==> src/rtl/armleocpu_decode.sv <==
// Decode stage: one-entry F2D->D2E register, redirect forwarding and serialization of system/fence.i/interrupt packets.
// Latency 1 cycle F2D->D2E; fetch is stalled (d2f_ready=0) while the held packet is not consumed or a serializing packet is outstanding.
`ifndef F2E_TYPE_WIDTH
`define F2E_TYPE_WIDTH 1
`endif
`ifndef ARMLEOCPU_D2F_CMD_WIDTH
`define ARMLEOCPU_D2F_CMD_WIDTH 2
`endif

module armleocpu_decode #(
    parameter int RESET_VECTOR_UNUSED = 0,
    parameter bit SERIALIZE_SYSTEM    = 1'b1
) (
    input  logic                                 clk,
    input  logic                                 rst,

    input  logic                                 f2d_valid,
    input  logic [`F2E_TYPE_WIDTH-1:0]           f2d_type,
    input  logic [31:0]                          f2d_instr,
    input  logic [31:0]                          f2d_pc,

    output logic                                 d2f_ready,
    output logic [`ARMLEOCPU_D2F_CMD_WIDTH-1:0]  d2f_cmd,
    output logic [31:0]                          d2f_branchtarget,

    output logic                                 d2e_valid,
    output logic [`F2E_TYPE_WIDTH-1:0]           d2e_type,
    output logic [31:0]                          d2e_instr,
    output logic [31:0]                          d2e_pc,
    output logic                                 d2e_illegal,
    output logic                                 d2e_serialize,
    input  logic                                 e2d_ready,
    input  logic [`ARMLEOCPU_D2F_CMD_WIDTH-1:0]  e2d_cmd,
    input  logic [31:0]                          e2d_branchtarget,

    output logic                                 dbg_pipeline_busy
);

    localparam logic [`F2E_TYPE_WIDTH-1:0] TYPE_INTERRUPT_PENDING = `F2E_TYPE_WIDTH'(1);

    localparam logic [`ARMLEOCPU_D2F_CMD_WIDTH-1:0] CMD_NONE         = `ARMLEOCPU_D2F_CMD_WIDTH'(0);
    localparam logic [`ARMLEOCPU_D2F_CMD_WIDTH-1:0] CMD_START_BRANCH = `ARMLEOCPU_D2F_CMD_WIDTH'(1);
    localparam logic [`ARMLEOCPU_D2F_CMD_WIDTH-1:0] CMD_FLUSH        = `ARMLEOCPU_D2F_CMD_WIDTH'(2);

    localparam logic [6:0] OPCODE_SYSTEM   = 7'b1110011;
    localparam logic [6:0] OPCODE_MISC_MEM = 7'b0001111;
    localparam logic [2:0] FUNCT3_FENCE_I  = 3'b001;

    typedef enum logic {
        RUN         = 1'b0,
        WAIT_SERIAL = 1'b1
    } state_t;

    state_t      state;
    logic [31:0] serial_pc;

    logic redirect;
    logic can_accept;
    logic f2d_serialize;
    logic held_fence_i;
    logic held_interrupt;
    logic retire;

    assign redirect   = (e2d_cmd != CMD_NONE);
    assign can_accept = !d2e_valid || e2d_ready;
    assign retire     = d2e_valid && e2d_ready;

    assign f2d_serialize = (f2d_type == TYPE_INTERRUPT_PENDING) ||
                           (SERIALIZE_SYSTEM &&
                            ((f2d_instr[6:0] == OPCODE_SYSTEM) ||
                             ((f2d_instr[6:0] == OPCODE_MISC_MEM) && (f2d_instr[14:12] == FUNCT3_FENCE_I))));

    // In WAIT_SERIAL the held packet is always the serializing one, so classify it from the d2e registers.
    assign held_interrupt = (d2e_type == TYPE_INTERRUPT_PENDING);
    assign held_fence_i   = (d2e_instr[6:0] == OPCODE_MISC_MEM) && (d2e_instr[14:12] == FUNCT3_FENCE_I);

    assign dbg_pipeline_busy = d2e_valid || (state == WAIT_SERIAL);

    always_comb begin
        d2f_ready        = 1'b0;
        d2f_cmd          = CMD_NONE;
        d2f_branchtarget = 32'h0;
        if (rst) begin
            d2f_ready = 1'b0;
        end else if (redirect) begin
            d2f_ready        = 1'b1;
            d2f_cmd          = e2d_cmd;
            d2f_branchtarget = e2d_branchtarget;
        end else if (state == RUN) begin
            d2f_ready = can_accept;
        end else if (retire && !held_interrupt) begin
            d2f_ready = 1'b1;
            if (held_fence_i) begin
                d2f_cmd = CMD_FLUSH;
            end else begin
                d2f_cmd          = CMD_START_BRANCH;
                d2f_branchtarget = serial_pc + 32'd4;
            end
        end
    end

    always_ff @(posedge clk or posedge rst) begin
        if (rst) begin
            state         <= RUN;
            serial_pc     <= 32'(RESET_VECTOR_UNUSED);
            d2e_valid     <= 1'b0;
            d2e_type      <= '0;
            d2e_instr     <= 32'h0;
            d2e_pc        <= 32'h0;
            d2e_illegal   <= 1'b0;
            d2e_serialize <= 1'b0;
        end else if (redirect) begin
            d2e_valid <= 1'b0;
            state     <= RUN;
        end else begin
            case (state)
                RUN: begin
                    if (f2d_valid && can_accept) begin
                        d2e_valid     <= 1'b1;
                        d2e_type      <= f2d_type;
                        d2e_instr     <= f2d_instr;
                        d2e_pc        <= f2d_pc;
                        d2e_illegal   <= (f2d_instr[1:0] != 2'b11);
                        d2e_serialize <= f2d_serialize;
                        if (f2d_serialize) begin
                            state     <= WAIT_SERIAL;
                            serial_pc <= f2d_pc;
                        end
                    end else if (e2d_ready) begin
                        d2e_valid <= 1'b0;
                    end
                end
                WAIT_SERIAL: begin
                    // An interrupt stays parked here until execute redirects.
                    if (retire) begin
                        d2e_valid <= 1'b0;
                        if (!held_interrupt)
                            state <= RUN;
                    end
                end
                default: state <= RUN;
            endcase
        end
    end

endmodule

==> config.mk <==
export PLATFORM = sky130hd
export DESIGN_NAME = armleocpu_decode
export DESIGN_NICKNAME = d
export VERILOG_FILES = /design/src/rtl/armleocpu_decode.sv
export SDC_FILE = /design/constraint.sdc
export NUM_CORES = 1
export LEC_CHECK = 0
export ABC_CLOCK_PERIOD_IN_PS = 5800
export BUFFER_PORTS_ARGS = -buffer_cell sky130_fd_sc_hd__buf_2
export CORE_ASPECT_RATIO = 2
export CORE_MARGIN = 4
export CORE_UTILIZATION = 48
export CTS_CLUSTER_DIAMETER = 120
export DETAILED_ROUTE_END_ITERATION = 16
export PLACE_DENSITY = 0.81
export SETUP_SLACK_MARGIN = 0.1
export SLEW_MARGIN = 25
export SYNTH_ARGS = -nofsm -noshare
export SYNTH_HDL_FRONTEND = slang
export SYNTH_SLANG_ARGS = --single-unit
==> constraint.sdc <==
create_clock -name clk -period 5.8 [get_ports clk]
set_input_delay 1.16 -clock clk [delete_from_list [all_inputs] [get_ports clk]]
set_output_delay 1.16 -clock clk [all_outputs]
set_load 0.01 [all_outputs]
==> results of run 1 <==
## layer usage
metal	vias up	GRT usage	wire, um
met4	0	0.1145	453
met3	32	0.04759	809
met5	-	0	0
li1	2149	-	-
met2	167	0.4029	7124
met1	2063	0.2473	4568
## final timing paths
path | startpoint | endpoint | slack, ns
worst min register to register | d2e_instr[19]$_DFFE_PP0P_ | d2e_instr[19]$_DFFE_PP0P_ | 0.47
worst min-delay path | d2e_instr[19]$_DFFE_PP0P_ | d2e_instr[19]$_DFFE_PP0P_ | 0.47
min in group asynchronous | rst | d2e_pc[18]$_DFFE_PP0P_ | 1.03
worst max-delay path | rst | d2f_branchtarget[25] | 1.89
max in group asynchronous | rst | serial_pc[16]$_DFFE_PP0P_ | 3.66
worst max register to register | state$_DFF_PP0_ | d2e_pc[16]$_DFFE_PP0P_ | 3.83
## cell families (layout without fill, tap and decap cells)
kind of cell / after synthesis / after routing
simple gates: 302 / 302
fa+ha+maj: 1 / 1
other cells: 0 / 1
xor+xnor: 28 / 28
buf+inv: 31 / 234
compound gates: 40 / 40
flops: 101 / 101
mux: 32 / 32
## critical path: cells and delay by family
family / cells / cell delay [ns]
AOI/OAI and AO/OA: 1 / 0.29
buffers and inverters: 3 / 0.81
and+or+nand+nor: 1 / 0.48
## report_power, final
group	total [uW]	switching (uW)	internal [uW]
Combinational	435	236	198
Clock	554	259	295
Sequential	959	115	844
Total	1950	610	1340
## final cells by class
| class | instances | area [sq um] | area share |
|---|---|---|---|
| clock inverter | 6 | 45.04 | 0.007204 |
| antenna | 1 | 2.502 | 0.0004002 |
| timing repair buffer | 212 | 1096 | 0.1753 |
| tap | 132 | 165.2 | 0.02642 |
| multi-input combinational | 403 | 2162 | 0.3458 |
| inverter | 6 | 25.02 | 0.004002 |
| clock buffer | 10 | 229.0 | 0.03662 |
| sequential | 101 | 2527 | 0.4042 |
## registers in the layout (all words and copies together), names as in the netlist
| name | count |
|---|---|
| d2e_illegal | 1 |
| d2e_type | 1 |
| serial_pc | 32 |
| d2e_pc | 32 |
| d2e_serialize | 1 |
| state | 1 |
| d2e_instr | 32 |
| d2e_valid | 1 |
## stage by stage
step | power, uW | instances | setup WS, ns
after floorplan | 1194 | 535 | 0.5215
after global placement | 1407 | 853 | 1.883
after detailed placement | 1413 | 854 | 1.813
after CTS | 1972 | 870 | 1.814
after global routing | 2067 | 871 | 1.520
final | 1948 | 871 | 1.885
## cells in the mapped netlist, types with 2 or more instances
master and instances:
dfrtp_1 101, mux2_1 28, o21ai_0 19, o21ai_1 5, clkbuf_1 10, nand2_1 231, mux2_2 4, nor3_1 2
buf_2 15, xor2_1 22, xnor2_1 6, nor2_1 28, a22oi_1 9, nand3_1 10, a21oi_1 4, nor4_4 2
nand2b_1 2, and3_1 2, nand4_1 14, inv_1 6
==> flow_metrics.tcl, run 1 <==
set metrics [dict create \
    status "completed" \
    synth_area_sq_um 4817 \
    fp-row-count 51 \
    wl_um 12960 \
    antenna_found_initial 1 \
    syn_inst 535 \
    track_usage 0.2251 \
    final_hold_viol_count 0 \
    gr-total-overflow 0 \
    syn_area_per_cell_sq_um 9.004 \
    ir_drop_uv 240.1 \
    synth_top_cells_by_area "dfrtp_1 52%, nand2_1 18%, mux2_1 6.5%" \
    cts_resized 0 \
    cp_slowest_cell "nand2_1" \
    dieArea_sq_um 11800 \
    period_minus_slack_ns 3.915 \
    cp-end-kind "output port" \
    yosys-mux-area-fraction 0.07481 \
    finalClockSkew_ns 0.006024 \
    wl_per_cell_um 14.87 \
    vias_per_cell 5.064 \
    final_area_sq_um 6252 \
    ys_warn_count 0 \
    final_cell_mix "231 x nand2_1, 206 x buf_2, 101 x dfrtp_1" \
    cts_tree "yes" \
    cts_htree_levels 3 \
    synth_top_area_frac 0.5247 \
    fmax_ghz 0.2555 \
    synth-seq-cells 101 \
    vias 4411 \
    post_cts_buffers 0 \
    io_buffer_count 206 \
    synthArstFlopShare 1.000 \
    layout_commonest_cell "nand2_1" \
    synth_top_area_cell "dfrtp_1" \
    whs_path_depth 2 \
    grt_start_max_net_pins 68 \
    syn_to_final_growth_pct 29.79 \
    layout-drive-gt1-share 0.3266 \
    hold_ws_ns 0.4714 \
    nNetsFinal 837 \
    hold_path_class "reg2reg" \
    synth_edf_count 0 \
    first_pass_iters 4 \
    num_io_pins 207 \
    crit_fanout 45 \
    ys_types 35 \
    dieHeight_um 149.7 \
    synth_simple_gate_area_frac 0.2709 \
    arrival_ns 2.75 \
    start_kind "input pin" \
    clkLatencyLatePin_ns 0.34 \
    finalSetupTns_ns 0 \
    placed_cell_area_sq_um 5976 \
    rsz0062_at_grt "no" \
    synth_top_family_by_area "simple AND/OR/NAND/NOR gates" \
    drtIter0Drc 157 \
    cts_root_buffer "clkbuf_16" \
    cpMostUsedCell "buf_2" \
    drc_errors 0 \
    p_leak_uw 0.003376 \
    cpPeakStageDelay_ns 0.48 \
    path_class "in2out" \
    drv_cap 0 \
    cellPowerDensity_nw_per_um2 311.5 \
    grt_pass1_wl_um 20820 \
    dieWidth_um 78.84 \
    synth_xor_area_frac 0.05091 \
    rr_worst_depth 5 \
    seq_area_frac_synth 0.5247 \
    cts.clk_slew.worst_paths_ns 0.07 \
    cts_buffers 9 \
    nFillCells 848 \
    post-route-util 0.6404 \
    fin_crit_sh 0.6749 \
    clock_path_buffers 2 \
    worstMarginPinSlew_ns 0.7067 \
    initial_core_util 0.4934 \
    relSlewSlack 0.5288 \
    coreArea_sq_um 9763 \
    synth_adder_area_share 0.002597 \
    crit_path_cell_trace "buf_2 > inv_4 > nand2_1 > o21ai_0 > buf_2" \
    dpl.hpwl_um 10230 \
    gp_congestion 0.8198 \
    cts-hold-fix-buffers 0 \
    antenna_left 0 \
    synth_ff_type "dfrtp_1" \
    synth-compound-area-share 0.04805 \
    cts.sinks 101 \
    crit_required_ns 4.64 \
    syn_nets 639 \
    slew_viol_final 0 \
    grt_pass1_vias 4440 \
    setup_violations 0 \
]
No activity file was read; power rests on OpenSTA's default activity.
==> inputs of run 2 (changes only) <==
--- a/config.mk
+++ b/config.mk
@@ -5,7 +5,7 @@
 export SDC_FILE = /design/constraint.sdc
 export NUM_CORES = 1
 export LEC_CHECK = 0
-export ABC_CLOCK_PERIOD_IN_PS = 5800
+export ABC_CLOCK_PERIOD_IN_PS = 3900
 export BUFFER_PORTS_ARGS = -buffer_cell sky130_fd_sc_hd__buf_2
 export CORE_ASPECT_RATIO = 2
 export CORE_MARGIN = 4
==> constraint.sdc (replaced) <==
create_clock -name clk -period 3.9 [get_ports clk]
set_input_delay 0.78 -clock clk [delete_from_list [all_inputs] [get_ports clk]]
set_output_delay 0.78 -clock clk [all_outputs]
set_load 0.01 [all_outputs]
==> run 2 against run 1 <==
Core utilization down 0.051 points. Highest routed layer unchanged. Register-to-register slack worse by 2.1 ns. Clock power increased by 50%. Die area is the same. Critical path depth up 2. Largest power group unchanged. Sequential power is 50% higher. Final area is essentially flat. Global-route usage grew 0.40 points.
==> flow_metrics.tcl, run 2 (same netlist as run 1, synthesis figures left out) <==
set metrics [dict create \
    num_io_pins 207 \
    worstMarginPinSlew_ns 0.8543 \
    dieHeight_um 149.7 \
    nNetsFinal 838 \
    track_usage 0.2292 \
    wl_um 13370 \
    final_hold_viol_count 0 \
    layout_commonest_cell "nand2_1" \
    cts.sinks 101 \
    finalSetupTns_ns 0 \
    syn_to_final_growth_pct 29.69 \
    clkLatencyLatePin_ns 0.34 \
    r2r_end "d2e_pc[7]$_DFFE_PP0P_" \
    slew_viol_final 0 \
    cts_htree_levels 3 \
    startpoint "e2d_cmd[1]" \
    cts-hold-fix-buffers 0 \
    cts_buffers 9 \
    fp-row-count 51 \
    fmax_ghz 0.2865 \
    worstSetupEndpoint "d2f_branchtarget[12]" \
    arrival_ns 2.71 \
    drtIter0Drc 217 \
    r2r-start "state$_DFF_PP0_" \
    path_class "in2out" \
    finalClockSkew_ns 0.007629 \
    fin_crit_sh 0.8951 \
    drc_errors 0 \
    rsz0062_at_grt "no" \
    final_cell_mix "231 x nand2_1, 206 x buf_2, 101 x dfrtp_1" \
    cts_root_buffer "clkbuf_16" \
    period_minus_slack_ns 3.491 \
    vias_per_cell 5.068 \
    hold_path_class "reg2reg" \
    vias 4409 \
    setup_violations 0 \
    dieWidth_um 78.84 \
    drv_cap 0 \
    clock_path_buffers 2 \
    nFillCells 837 \
    reg_top3 "d2e_instr: 32 flops, d2e_pc: 32 flops, serial_pc: 32 flops" \
    ir_drop_uv 289.9 \
    crit_required_ns 3.12 \
    wl_per_cell_um 15.36 \
    antenna_found_initial 0 \
    relSlewSlack 0.4283 \
    initial_core_util 0.4934 \
    placed_cell_area_sq_um 5964 \
    cellPowerDensity_nw_per_um2 469.7 \
    p_leak_uw 0.003362 \
    grt_pass1_wl_um 21290 \
    first_pass_iters 4 \
    grt_pass1_vias 4536 \
    diodes 0 \
    gp_congestion 0.8214 \
    crit_fanout 22 \
    post_cts_buffers 0 \
    coreArea_sq_um 9763 \
    worstHoldStart "d2e_instr[11]$_DFFE_PP0P_" \
    grt_start_max_net_pins 82 \
    io_buffer_count 206 \
    layout-drive-gt1-share 0.3279 \
    status "completed" \
    dieArea_sq_um 11800 \
    cts.clk_slew.worst_paths_ns 0.07 \
    antenna_left 0 \
    r2r_slack_ns 1.77 \
    dpl.hpwl_um 10260 \
    gr-total-overflow 0 \
    start_kind "input pin" \
    cts_tree "yes" \
    cp-end-kind "output port" \
    rr_worst_depth 5 \
    final_area_sq_um 6247 \
]
==> run 2: cell types whose count changed in the layout (fill, tap and decap cells not counted), sizes merged <==
cell	previous run	this run
clkinvlp	0	2
diode	1	0
clkbuf	10	11
inv	9	6
clkinv	3	2
buf	212	213
==> run 2: worst min path at each step <==
stage | to | slack, ns | cells past startpoint
4_1_cts | d2e_instr[11]$_DFFE_PP0P_ | 0.47 | 2
6_report | d2e_instr[11]$_DFFE_PP0P_ | 0.47 | 2
5_1_grt | d2e_pc[17]$_DFFE_PP0P_ | 0.51 | 2
2_1_floorplan | serial_pc[0]$_DFFE_PP0P_ | 0.47 | 1
3_3_place_gp | d2e_instr[29]$_DFFE_PP0P_ | 0.45 | 2
3_5_place_dp | d2e_instr[11]$_DFFE_PP0P_ | 0.46 | 2
==> run 2: final cells by class <==
cell class	instances	area [sq um]	share of cell area
sequential	101	2527	0.4046
multi-input combinational	403	2165	0.3465
timing repair buffer	213	1087	0.1740
clock buffer	11	242.7	0.03885
tap	132	165.2	0.02644
clock inverter	4	33.78	0.005408
inverter	6	26.28	0.004206
==> run 2: timing repair <==
item                       CTS  global route
hold endpoints to repair     0             0
setup endpoints to repair    0            22
gates resized for setup      0             1
==> run 2: critical path, stage by stage <==
cell	delay (ns)
buf_2	0.11
nor2_1	0.25
nand3_1	0.17
nor2_2	0.42
nand2_1	0.50
o21ai_0	0.31
buf_2	0.17
==> run 2: power breakdown <==
group	total, uW	internal, uW	switching (uW)
Sequential	1440	1260	176
Clock	831	452	380
Combinational	666	302	363
==> run 2: stage by stage <==
step / setup slack, ns / util / hold WS [ns] / total power (uW) / std cells
2_1_floorplan: 0.2357 / - / 0.4651 / 1776 / 535
3_3_place_gp: 0.2804 / 0.6109 / 0.4526 / 2093 / 855
3_5_place_dp: 0.1132 / 0.6109 / 0.4572 / 2127 / 855
4_1_cts: 0.1112 / 0.6392 / 0.4745 / 2959 / 870
5_1_grt: 0.1941 / 0.6399 / 0.5055 / 3100 / 870
6_report: 0.4091 / 0.6399 / 0.4695 / 2934 / 870
==> run 2: layer usage <==
metal | GRT usage | vias up | share of wire
met5 | 0 | - | 0
met4 | 0.09380 | 0 | 0.025
met3 | 0.03735 | 24 | 0.057
met2 | 0.4319 | 159 | 0.55
met1 | 0.2492 | 2084 | 0.37
li1 | - | 2142 | -
